===== src/rtl/lab5_pkg.sv =====
// Shared types and constants for the guess submitter and its slot register.
package lab5_pkg;

  localparam int         NUM_SLOTS = 4;
  localparam logic [3:0] WIN_COUNT = 4'd4;

  // Shape codes; 000 and 111 are not real shapes and are rejected on load.
  typedef enum logic [2:0] {
    SHAPE_NONE = 3'b000,
    SHAPE_1    = 3'b001,
    SHAPE_2    = 3'b010,
    SHAPE_3    = 3'b011,
    SHAPE_4    = 3'b100,
    SHAPE_5    = 3'b101,
    SHAPE_6    = 3'b110,
    SHAPE_BAD  = 3'b111
  } shape_t;

  typedef enum logic [2:0] {
    ST_IDLE,
    ST_COLLECT,
    ST_GRADING,
    ST_WON,
    ST_LOST,
    ST_FAULT
  } sub_state_t;

  function automatic logic is_valid_shape(input shape_t s);
    return (s != SHAPE_NONE) && (s != SHAPE_BAD);
  endfunction

endpackage


===== src/rtl/guess_register.sv =====
// Four-slot guess storage with a per-slot loaded mask and shape-code validation.
module guess_register
  import lab5_pkg::*;
(
  input  logic                   clock,
  input  logic                   reset,
  input  logic                   load_en,
  input  logic                   clear_all,
  input  logic                   clear_mask,
  input  logic [2:0]             shape,
  input  logic [1:0]             location,
  output logic [3*NUM_SLOTS-1:0] guess,
  output logic                   mask_full,
  output logic                   shape_error
);

  logic [NUM_SLOTS-1:0]   mask;
  logic [NUM_SLOTS-1:0]   mask_next;
  logic [NUM_SLOTS-1:0]   slot_bit;
  logic [3*NUM_SLOTS-1:0] guess_next;
  logic                   code_ok;
  logic                   write_ok;
  shape_t                 code;

  assign code     = shape_t'(shape);
  assign code_ok  = is_valid_shape(code);
  assign write_ok = load_en && code_ok;
  assign slot_bit = NUM_SLOTS'(1) << location;

  // Mask and guess as they will look after this cycle's load, so a same-cycle submit sees the new slot.
  always_comb begin
    mask_next  = mask;
    guess_next = guess;
    if (write_ok) begin
      mask_next = mask | slot_bit;
      for (int i = 0; i < NUM_SLOTS; i++) begin
        if (slot_bit[i]) guess_next[3*i +: 3] = shape;
      end
    end
  end

  assign mask_full = &mask_next;

  // Slot storage, mask bookkeeping and the one-cycle error pulse for rejected codes.
  always_ff @(posedge clock or negedge reset) begin
    if (!reset) begin
      mask        <= '0;
      guess       <= '0;
      shape_error <= 1'b0;
    end else begin
      shape_error <= load_en && !code_ok;
      if (clear_all) begin
        mask  <= '0;
        guess <= '0;
      end else if (clear_mask) begin
        mask <= '0;
      end else begin
        mask  <= mask_next;
        guess <= guess_next;
      end
    end
  end

endmodule


===== src/rtl/guess_submitter.sv =====
// Game-round controller: collects a four-slot guess, hands it to the grader,
// tracks rounds and results, and faults if the grader never answers.
module guess_submitter
  import lab5_pkg::*;
#(
  parameter int GRADE_TIMEOUT = 15
) (
  input  logic        clock,
  input  logic        reset,
  input  logic        ongoingGame,
  input  logic [3:0]  numRounds,
  input  logic        loadGuessShape,
  input  logic [2:0]  guessShape,
  input  logic [1:0]  guessLocation,
  input  logic        submitGuess,
  input  logic        doneGrading,
  input  logic [3:0]  znarlyCount,
  input  logic [3:0]  zoodCount,
  output logic        gradeIt,
  output logic [11:0] guess,
  output logic [3:0]  roundNumber,
  output logic [3:0]  lastZnarly,
  output logic [3:0]  lastZood,
  output logic        gameWon,
  output logic        areRoundsLeft,
  output logic        gradeTimeout,
  output logic        shapeError
);

  localparam int TW = $clog2(GRADE_TIMEOUT + 1);

  sub_state_t     state;
  sub_state_t     state_next;
  logic [TW-1:0]  timer;
  logic [3:0]     rounds_limit;
  logic [3:0]     round_inc;
  logic           mask_full;
  logic           start;
  logic           grade_done;
  logic           load_en;

  function automatic logic [3:0] sat_inc(input logic [3:0] v);
    return (v == 4'hF) ? 4'hF : v + 4'd1;
  endfunction

  assign round_inc  = sat_inc(roundNumber);
  assign start      = ongoingGame && (state == ST_IDLE);
  assign grade_done = ongoingGame && (state == ST_GRADING) && doneGrading;
  assign load_en    = ongoingGame && (state == ST_COLLECT) && loadGuessShape;

  guess_register u_guess_register (
    .clock       (clock),
    .reset       (reset),
    .load_en     (load_en),
    .clear_all   (start),
    .clear_mask  (grade_done),
    .shape       (guessShape),
    .location    (guessLocation),
    .guess       (guess),
    .mask_full   (mask_full),
    .shape_error (shapeError)
  );

  // Next-state decode; dropping ongoingGame overrides everything, including a grade arriving that cycle.
  always_comb begin
    state_next = state;
    if (!ongoingGame) begin
      state_next = ST_IDLE;
    end else begin
      case (state)
        ST_IDLE:    state_next = ST_COLLECT;
        ST_COLLECT: if (submitGuess && mask_full) state_next = ST_GRADING;
        ST_GRADING: begin
          if (doneGrading) begin
            if (znarlyCount == WIN_COUNT)       state_next = ST_WON;
            else if (round_inc >= rounds_limit) state_next = ST_LOST;
            else                                state_next = ST_COLLECT;
          end else if (timer == TW'(GRADE_TIMEOUT - 1)) begin
            state_next = ST_FAULT;
          end
        end
        default:    state_next = state;
      endcase
    end
  end

  // State register with outputs registered from the state being entered.
  always_ff @(posedge clock or negedge reset) begin
    if (!reset) begin
      state         <= ST_IDLE;
      gradeIt       <= 1'b0;
      gameWon       <= 1'b0;
      areRoundsLeft <= 1'b0;
      gradeTimeout  <= 1'b0;
      timer         <= '0;
    end else begin
      state         <= state_next;
      gradeIt       <= (state_next == ST_GRADING);
      gameWon       <= (state_next == ST_WON);
      areRoundsLeft <= (state_next == ST_COLLECT) || (state_next == ST_GRADING);
      gradeTimeout  <= (state_next == ST_FAULT);
      timer         <= ((state == ST_GRADING) && (state_next == ST_GRADING)) ? timer + TW'(1) : '0;
    end
  end

  // Round bookkeeping: cleared and limit latched on game start, updated when a grade lands.
  always_ff @(posedge clock or negedge reset) begin
    if (!reset) begin
      roundNumber  <= 4'd0;
      lastZnarly   <= 4'd0;
      lastZood     <= 4'd0;
      rounds_limit <= 4'd1;
    end else if (start) begin
      roundNumber  <= 4'd0;
      lastZnarly   <= 4'd0;
      lastZood     <= 4'd0;
      rounds_limit <= (numRounds == 4'd0) ? 4'd1 : numRounds;
    end else if (grade_done) begin
      roundNumber  <= round_inc;
      lastZnarly   <= znarlyCount;
      lastZood     <= zoodCount;
    end
  end

endmodule


===== config.mk =====
export PLATFORM = sky130hd
export DESIGN_NAME = guess_submitter
export DESIGN_NICKNAME = d
export VERILOG_FILES = /design/src/rtl/lab5_pkg.sv /design/src/rtl/guess_register.sv /design/src/rtl/guess_submitter.sv
export SDC_FILE = /design/constraint.sdc
export NUM_CORES = 1
export LEC_CHECK = 0
export BUFFER_PORTS_ARGS = -buffer_cell sky130_fd_sc_hd__buf_2
export CAP_MARGIN = 10
export CORE_MARGIN = 8
export CORE_UTILIZATION = 57
export CTS_CLUSTER_SIZE = 25
export DETAILED_ROUTE_END_ITERATION = 10
export PLACE_DENSITY = 0.84
export SLEW_MARGIN = 20
export SYNTH_ARGS = -nofsm -noshare
export SYNTH_HDL_FRONTEND = slang
export SYNTH_SLANG_ARGS = --single-unit

===== constraint.sdc =====
create_clock -name clock -period 7.3 [get_ports clock]
set_input_delay 0.365 -clock clock [delete_from_list [all_inputs] [get_ports clock]]
set_output_delay 0.365 -clock clock [all_outputs]
set_load 0.03 [all_outputs]

After elaboration in Yosys (flattened, before gate mapping)
Cells that the tools add are included.
{"block": "totals", "register_bits": 44, "input_bits": 23, "out_inout_bits": 29, "word_cells": 84}
{"block": "op_classes", "add_sub_neg": 2, "n_lt_le_gt_ge": 1, "eq_ne": 11, "shifts": 1, "muxes": 26, "bitwise": 1, "reduce_logical": 26}
{"op": "$mux 4", "n": 12}
{"op": "$mux 12", "n": 3}
{"op": "$mux 3", "n": 10}
{"op": "$reduce_and 3->1", "n": 4}
{"op": "$reduce_bool 2->1", "n": 6}
{"op": "$logic_and 1x1->1", "n": 10}
{"op": "$eq 3x2->1 const B", "n": 3}
{"op": "$pmux 3 s3", "n": 1}
{"op": "$add 4x1->4 const B", "n": 2}
{"op": "$eq 4x4->1 const B", "n": 2}
{"op": "$eq 3x1->1 const B", "n": 2}
{"op": "$eq 4x3->1 const B", "n": 1}
{"op": "$ge 4x4->1", "n": 1}
{"op": "$logic_not 4->1", "n": 1}
{"op": "$or 4x4->4", "n": 1}
{"op": "$reduce_and 4->1", "n": 1}
{"op": "$shl 1x2->4 const A", "n": 1}
{"op": "$eq 3x3->1 const B", "n": 1}
{"op": "$logic_not 3->1", "n": 1}
{"op": "$ne 3x3->1 const B", "n": 1}
{"op": "$reduce_bool 3->1", "n": 1}
{"op": "$ne 2x2->1 const B", "n": 1}
{"op": "$logic_not 1->1", "n": 1}
{"op": "$logic_or 1x1->1", "n": 1}

Longest topological paths before layout
Gate-level depths: netlist (run 1).
{"block": "depth", "word_depth": 13, "mapped_depth": 12, "ltp_nobuf": 11}

Modules after synthesis
From an unflattened synthesis (run 1), not the netlist that was laid out.
{"block": "hier_totals", "cells_unflattened": 219, "hier_area_um2": 2202.1}
{"module": "guess_submitter", "instances": 1, "cells_per_inst": 144, "area_each_um2": 1391.3, "seq_area_each_um2": 676.9}
{"module": "guess_register", "instances": 1, "cells_per_inst": 75, "area_each_um2": 810.8, "seq_area_each_um2": 425.4}

Least setup slack after synthesis (run 1)
No wires, ideal clock.
{"block": "synth_path", "path_kind": "register to register", "startpoint": "register roundNumber[0]", "endpoint": "register timer[2]", "setup_ns": 0.101, "arrival_time_ns": 2.808, "required_time_ns": 7.199, "setup_slack_ns": 4.391, "stages_incl_launch_ff": 12, "path_buffers": 1, "synth_period_minus_slack_ns": 2.909, "cell_sequence": "dfrtp_1 > ha_1 > nand3_1 > and2_1 > ha_1 > nand2b_4 > a2111oi_4 > nor3_1 > o211a_1 > or3b_1 > buf_2 > nor4_1"}
{"block": "synth_via", "elab_chain_cells": 11, "word_cells_on_any_way": 12, "classes_between": "1 x add/sub; 1 x order compare; 2 x eq/ne; 7 x mux; 1 x reduce/logical"}
{"item": "start: declaration", "line_no": "guess_submitter.sv:21", "rtl": "output logic [3:0] roundNumber,"}
{"item": "start signal: assignment", "line_no": "guess_submitter.sv:119", "rtl": "roundNumber <= round_inc;"}
{"item": "$add 4x1->4 or $eq 4x4->1 (tied branches)", "line_no": "guess_submitter.sv:43", "rtl": "return (v == 4'hF) ? 4'hF : v + 4'd1;"}
{"item": "$mux 4 (*)", "line_no": "guess_submitter.sv:43"}
{"item": "$ge 4x4->1 (*)", "line_no": "guess_submitter.sv:76", "rtl": "else if (round_inc >= rounds_limit) state_next = ST_LOST;"}
{"item": "$mux 3 (*)", "line_no": "guess_submitter.sv:76"}
{"item": "$mux 3 (*)", "line_no": "guess_submitter.sv:75", "rtl": "if (znarlyCount == WIN_COUNT) state_next = ST_WON;"}
{"item": "$mux 3 (*)", "line_no": "guess_submitter.sv:74", "rtl": "if (doneGrading) begin"}
{"item": "$pmux 3 s3 (*)", "line_no": "guess_submitter.sv:70", "rtl": "case (state)"}
{"item": "$mux 3 (*)", "line_no": "guess_submitter.sv:67", "rtl": "if (!ongoingGame) begin"}
{"item": "$eq 3x2->1 (*)", "line_no": "guess_submitter.sv:102", "rtl": "timer <= ((state == ST_GRADING) && (state_next == ST_GRADING)) ? timer + TW'(1) : '0;"}
{"item": "$logic_and 1x1->1 (*)", "line_no": "guess_submitter.sv:102"}
{"item": "$mux 4 (*)", "line_no": "guess_submitter.sv:102"}
{"item": "end signal: assignment", "line_no": "guess_submitter.sv:102"}
{"item": "end: declaration", "line_no": "guess_submitter.sv:34", "rtl": "logic [TW-1:0] timer;"}
Every way passes the cells marked *; elsewhere a longest branch is shown, timed or not.
A chain may end at the register's enable or synchronous reset.

Final worst setup path (run 1)
{"block": "layout_path", "startpoint": "register roundNumber[0]", "endpoint": "register timer[3]"}
Same word-level chain as after synthesis.

==> impl_metrics.env, run 1 <==
export IMPL_status="finished clean"
export IMPL_die_area_um2=5910
export IMPL_drc=0
export IMPL_finalSetupViolCount=0
export IMPL_cts_max_level=2
export IMPL_ys_warnings_count=0
export IMPL_syn2layout_area_growth_pct=19.3
export IMPL_num_fill_cells=309
export IMPL_rsz0062_at_grt="false"
export IMPL_postRouteWirelength_um=4650
export IMPL_vdd_drop_max_mv=0.176
export IMPL_worstPathRequired_ps=7500
export IMPL_grt_max_degree=45
export IMPL_cts_tree="done"
export IMPL_placed_area_um2=2400
export IMPL_crit_chain="ha_1 > nand3_1 > and2_1 > ha_1 > nand2b_4 > a2111oi_4 > nor3_1 > o211a_1 > or3b_1 > nor4_1"
export IMPL_drive_gt1_share_pct=26.3
export IMPL_post_place_ws_ps=4420
export IMPL_synth_top_cells_by_area="dfrtp_1 (51%), mux2i_1 (6.6%), nand2_1 (5.3%), nor2_1 (4.8%), nand3_1 (4.3%)"
export IMPL_hpwl_um=3370
export IMPL_first_pass_iters=4
export IMPL_cts_root_buffer="clkbuf_8"
export IMPL_diodes=0
export IMPL_synth_edff_count=0
export IMPL_die_w_um=76.9
export IMPL_cts_sinks=44
export IMPL_worst_slack_ps=4390
export IMPL_viasPerCell=5.50
export IMPL_syn_area_um2=2110
export IMPL_ys_async_sr_fraction_pct=100
export IMPL_drtAntennaViolNets=0
export IMPL_ios=52
export IMPL_cp_start_kind="flip-flop"
export IMPL_maxSlewHeadroom_pct=53.9
export IMPL_ys_seq_area_share_pct=52.1
export IMPL_wl_per_cell_um=15.0
export IMPL_total_power_uw=459
export IMPL_die_h_um=76.9
export IMPL_finalMaxSlewViolations=0
export IMPL_grt_pass1_wl_um=7740
export IMPL_regArea_um2=1100
export IMPL_setup_tns_ps=0
export IMPL_synthDistinctLibCells=44
export IMPL_numPortBuffers=51
export IMPL_synth_seq_cells=44
export IMPL_syn_nets=239
export IMPL_antenna_found_initial=0
export IMPL_skew_ps=6.71
export IMPL_crit_path_frequent_cell="ha_1"
export IMPL_gr_total_overflow=0
export IMPL_synth_common_cells="dfrtp_1 (43), nand2_1 (30), nor2_1 (27)"
export IMPL_synth_ff_type="dfrtp_1"
export IMPL_crit_type="flip-flop to flip-flop"
export IMPL_synth_top_area_share_pct=50.9
export IMPL_cts_buffers=5
export IMPL_worstPathMaxFanout=7
export IMPL_holdCritPathClass="input port to flip-flop"
export IMPL_initial_core_util_pct=58.6
export IMPL_vias=1704
export IMPL_place_congestion=0.775
export IMPL_worstSkewPairLatency_ps=300
export IMPL_p_leak_nw=1.43
export IMPL_crit_arrival_ps=3100
export IMPL_synth_most_common_cell="dfrtp_1"
export IMPL_multi_input_comb_area_um2=957
export IMPL_tightest_slew_ps=691
export IMPL_rows=22
export IMPL_syn_avg_cell_area_um2=10.1
export IMPL_final_area_um2=2520
export IMPL_synth_area_leader_cell="dfrtp_1"
export IMPL_clk_path_buf_depth=2
export IMPL_cts_resized=0
export IMPL_hold_viol=0
export IMPL_core_area_um2=3610
export IMPL_max_freq_mhz=344
export IMPL_syn_instance_count=209
export IMPL_cp_slowest_cell="or3b_1"
export IMPL_period_minus_slack_ps=2910
export IMPL_period_share_pct=39.8
export IMPL_finalNetCount=291
export IMPL_powerDensity_nw_per_um2=182
export IMPL_grt_pass1_vias=1674
export IMPL_max_cap_viol_count=0
export IMPL_drt_initial_drc_count=136
export IMPL_cpPeakStageDelay_ps=470
export IMPL_endpoint_kind="flip-flop"
export IMPL_clk_pin_slew_ps=80
export IMPL_grtUsageTotal_pct=16.1
[critical path: cells and delay by family (launching register included)]
family,cells,cell delay (ps)
AO/OA/AOI/OAI,2,570
AND/OR/NAND/NOR,6,1330
flip-flops,1,410
adder cells (fa/ha/maj),2,500
[metrics by stage]
step           hold WS [ps]  utilization (%)  std cells
6_report                252             70.0        310
5_1_grt                 251             70.0        310
4_1_cts                 239             69.1        308
3_5_place_dp            467             66.5        300
3_3_place_gp            451             66.5        300
2_1_floorplan          69.4                -        209
[state kept, by name, summed over array words and instances, names as in the netlist, 3 cells and up]
register                flops
rounds_limit                4
u_guess_register.mask       4
state                       3
lastZood                    4
timer                       4
u_guess_register.guess     12
roundNumber                 4
lastZnarly                  4
[kinds of logic after synthesis]
kind of cell,after synthesis,synth area share (%)
adders and majority gates,7,4.14
AOI/OAI and AO/OA,23,8.46
muxes,14,6.63
xor gates and xnor gates,2,0.829
DFF,44,52.1
and+or+nand+nor,104,25.1
buffers and inverters,15,2.72
[layout make-up]
| class | count | share of cell area [%] |
|---|---|---|
| sequential | 44 | 43.7 |
| tap | 48 | 2.38 |
| inverter | 7 | 1.04 |
| timing repair buffer | 53 | 11.3 |
| multi-input combinational | 150 | 37.9 |
| clock buffer | 6 | 3.27 |
| clock inverter | 2 | 0.397 |
[cells in the final DEF, fill, tap and decap left out, types with 2 or more instances in the layout]
master     n
nand2b_1   3
clkbuf_8   6
nor3_1     3
mux2i_1   14
o21ai_0    4
o21ai_1    2
o21a_1     4
buf_2     51
a21oi_1    3
and3_1     4
nor2_1    26
nand3_1   18
nand2_1   30
inv_1      7
ha_1       7
nor4_1     4
clkinv_2   2
a21bo_1    2
dfrtp_1   43
[where the power goes]
group,internal (mW),switching [mW],leakage (nW),total (mW)
registers,0.251,0.00360,0.599,0.254
clock network,0.0755,0.0810,0.0510,0.157
logic,0.0183,0.0302,0.778,0.0485
total,0.345,0.115,1.43,0.459
[worst paths after layout]
check | startpoint | depth (start not counted) | slack [ps] | end
setup / recovery | roundNumber[0] | 10 | 4390 | timer[3]
hold / removal | zoodCount[0] | 3 | 250 | lastZood[0]
setup reg to reg | roundNumber[0] | 10 | 4390 | timer[3]
hold reg to reg | rounds_limit[0] | 2 | 480 | rounds_limit[0]
max in group asynchronous | reset | 3 | 6370 | u_guess_register.guess[6]
min in group asynchronous | reset | 2 | 470 | lastZnarly[2]
[layer usage]
metal | GRT usage (%) | share of wire [%] | vias to the layer above
met5 | 0 | 0 | -
met4 | 7.88 | 2.1 | 0
met3 | 5.24 | 5.8 | 8
met2 | 26.3 | 50 | 41
met1 | 18.3 | 43 | 830
li1 | - | - | 825
[repair_timing]
item | 4_1_cts | 5_1_grt
hold buffers | 0 | 1
hold endpoints to repair | 0 | 9
buffers inserted | 0 | 0
Note: power is estimated with default switching activity, not from simulation.
==> inputs of run 2 (changes only) <==
Settings changed: ABC_AREA from default to 1, CORE_UTILIZATION 57 to 47, PLACE_DENSITY 0.84 to 0.74.
Clock period 7.3 ns to 2.4 ns, I/O delays scaled along.
==> run 2 against run 1 <==
Net effect: the run now ends with hold timing left; clock skew is essentially flat; sequential power grew to 3.2 times the previous value; clock power rose to 3.4 times the previous value; final cell count grew 19%; critical path depth increased by 5; via count grew 11%.
==> impl_metrics.env, run 2 <==
export IMPL_status="complete, but fails checks"
export IMPL_violations="hold timing"
export IMPL_p_leak_nw=1.51
export IMPL_grt_pass1_vias=1885
export IMPL_power_switching_uw=442
export IMPL_synth_area_leader_cell="dfrtp_1"
export IMPL_cpPeakStageDelay_ps=420
export IMPL_worstPathRequired_ps=2620
export IMPL_diodes=0
export IMPL_antenna_found_initial=0
export IMPL_grt_max_degree=45
export IMPL_die_h_um=83.2
export IMPL_grtUsageTotal_pct=13.9
export IMPL_endpoint_kind="flip-flop"
export IMPL_hold_viol=43
export IMPL_syn2layout_area_growth_pct=24.6
export IMPL_cp_start_kind="flip-flop"
export IMPL_worstSkewPairLatency_ps=290
export IMPL_ys_warnings_count=0
export IMPL_crit_arrival_ps=2510
export IMPL_max_cap_viol_count=0
export IMPL_drive_gt1_share_pct=26.8
export IMPL_placed_area_um2=2450
export IMPL_cts_sinks=44
export IMPL_synth_edff_count=0
export IMPL_die_w_um=83.2
export IMPL_crit_chain="ha_2 > inv_2 > nor3_4 > or2_4 > ha_4 > inv_1 > o21bai_1 > nand3_1 > nand3_1 > nand2_1 > o21ai_2 > nand2_1 > nand2_2 > nand3_2 > nor2_1"
export IMPL_synthDistinctLibCells=28
export IMPL_clk_path_buf_depth=2
export IMPL_synth_ff_type="dfrtp_1"
export IMPL_gr_total_overflow=0
export IMPL_postRouteWirelength_um=4770
export IMPL_synth_seq_cells=44
export IMPL_rows=24
export IMPL_numPortBuffers=51
export IMPL_drc=0
export IMPL_powerDensity_nw_per_um2=615
export IMPL_netSwitchingFraction_pct=27.2
export IMPL_largest_reg_flops=12
export IMPL_p_int_mw=1.18
export IMPL_cts_max_level=2
export IMPL_worstPathMaxFanout=4
export IMPL_seqPwrFrac_pct=50.2
export IMPL_setup_tns_ps=0
export IMPL_syn_nets=285
export IMPL_tightest_slew_ps=940
export IMPL_crit_type="flip-flop to flip-flop"
export IMPL_hpwl_um=3520
export IMPL_finalMaxSlewViolations=0
export IMPL_place_congestion=0.897
export IMPL_syn_area_um2=2120
export IMPL_core_area_um2=4350
export IMPL_ys_seq_area_share_pct=52.0
export IMPL_max_freq_mhz=437
export IMPL_finalNetCount=346
export IMPL_vdd_drop_max_mv=0.391
export IMPL_final_area_um2=2640
export IMPL_holdCritPathClass="input port to async pin"
export IMPL_ys_async_sr_fraction_pct=100
export IMPL_p_clk_share_pct=33.3
export IMPL_cts_buffers=5
export IMPL_period_minus_slack_ps=2290
export IMPL_viasPerCell=5.11
export IMPL_synth_top_area_share_pct=50.7
export IMPL_first_pass_iters=4
export IMPL_synth_top_cells_by_area="dfrtp_1 (51%), nand2_1 (11%), inv_1 (7.1%), o21ai_0 (5.2%), nand3_1 (4.5%)"
export IMPL_vias=1887
export IMPL_cts_hold_fix_buffers=0
export IMPL_die_area_um2=6920
export IMPL_cts_tree="done"
export IMPL_fin_hold_ws_ps=-30.5
export IMPL_cp_slowest_cell="dfrtp_1"
export IMPL_final_common_cell="nand2_1"
export IMPL_syn_instance_count=255
export IMPL_finalSetupViolCount=0
export IMPL_cts_root_buffer="clkbuf_8"
export IMPL_initial_core_util_pct=48.7
export IMPL_maxSlewHeadroom_pct=37.3
export IMPL_syn_avg_cell_area_um2=8.32
export IMPL_synth_most_common_cell="nand2_1"
export IMPL_skew_ps=6.69
export IMPL_synth_common_cells="nand2_1 (61), dfrtp_1 (43), inv_1 (40)"
export IMPL_period_share_pct=95.3
export IMPL_ios=52
export IMPL_drtAntennaViolNets=0
export IMPL_largest_register="u_guess_register.guess"
export IMPL_mostFrequentLayoutCells="nand2_1 (59), buf_2 (51), dfrtp_1 (43), inv_1 (39)"
export IMPL_wl_per_cell_um=12.9
export IMPL_drt_initial_drc_count=126
export IMPL_grt_pass1_wl_um=8180
export IMPL_combPwrFrac_pct=16.5
export IMPL_clk_pin_slew_ps=80
[run 2: changes by cell type in the layout (fill, tap and decap cells not counted), sizes merged, moves of 5 or more]
cell / change
o21ai: +18
inv: +34
nand2: +34
mux2i: -14
buf: +5
[run 2: critical path, delay by kind of cell (launching register included)]
family	cells	cell delay, ps
and+or+nand+nor	9	930
adders and majority gates	2	470
AOI/OAI and AO/OA	2	270
buffers and inverters	2	110
DFF	1	420
[run 2: cell type report]
type	instances	area, um2
clock inverter	2	35.0
multi-input combinational	167	913
clock buffer	6	72.6
timing repair buffer	57	300
fill	407	1710
inverter	41	154
sequential	44	1100
tap	52	65.1
[run 2: worst paths after layout]
check                                     startpoint                         to  slack (ps)  cells past startpoint
max                                   roundNumber[1]                   timer[2]         110                     15
min                                            reset              lastZnarly[2]         -30                      1
max reg2reg                           roundNumber[1]                   timer[2]         110                     15
min reg2reg                u_guess_register.guess[7]  u_guess_register.guess[7]         480                      2
max in group asynchronous                      reset  u_guess_register.guess[8]        1840                      1
min in group clock                      zoodCount[0]                lastZood[0]          30                      3
[run 2: kinds of logic after synthesis]
logic type | after synthesis | synth area share, %
adder cells (fa/ha/maj) | 7 | 4.13
flip-flops | 44 | 52.0
XOR/XNOR | 2 | 0.826
AO/OA/AOI/OAI | 39 | 10.0
AND/OR/NAND/NOR | 119 | 25.3
buffers and inverters | 44 | 7.79
[run 2: power by group through the flow]
stage	logic (mW)	registers, mW	clock network (mW)
floorplan	0.101	0.893	0
global placement	0.257	0.828	0
detailed placement	0.262	0.830	0
CTS	0.263	0.816	0.557
global route	0.300	0.823	0.605
finish	0.268	0.816	0.541
[run 2: layer usage]
| layer | global-route usage (%) | part of all wire, % | vias up | wire length [um] |
|---|---|---|---|---|
| met2 | 21.9 | 47 | 57 | 2240 |
| met3 | 4.98 | 7.1 | 6 | 340 |
| li1 | - | - | 940 | - |
| met4 | 5.91 | 1.7 | 0 | 80 |
| met1 | 16.8 | 44 | 884 | 2100 |
| met5 | 0 | 0 | - | 0 |
[run 2: stage by stage]
stage / hold WS, ps / power [mW] / setup slack [ps] / utilization, % / std cells
5_1_grt: 10.0 / 1.73 / -75.6 / 60.7 / 369
2_1_floorplan: -176 / 0.994 / 29.5 / - / 255
6_report: -30.5 / 1.63 / 112 / 60.7 / 369
3_5_place_dp: 321 / 1.09 / 16.0 / 56.3 / 358
4_1_cts: 1.27 / 1.64 / 37.2 / 58.8 / 366
3_3_place_gp: 321 / 1.09 / 106 / 56.3 / 358
[run 2: what timing repair did]
item,in CTS,in global routing
gates resized for setup,1,12
endpoints found under the setup margin,4,9
pin swaps,0,3
setup buffers,0,3
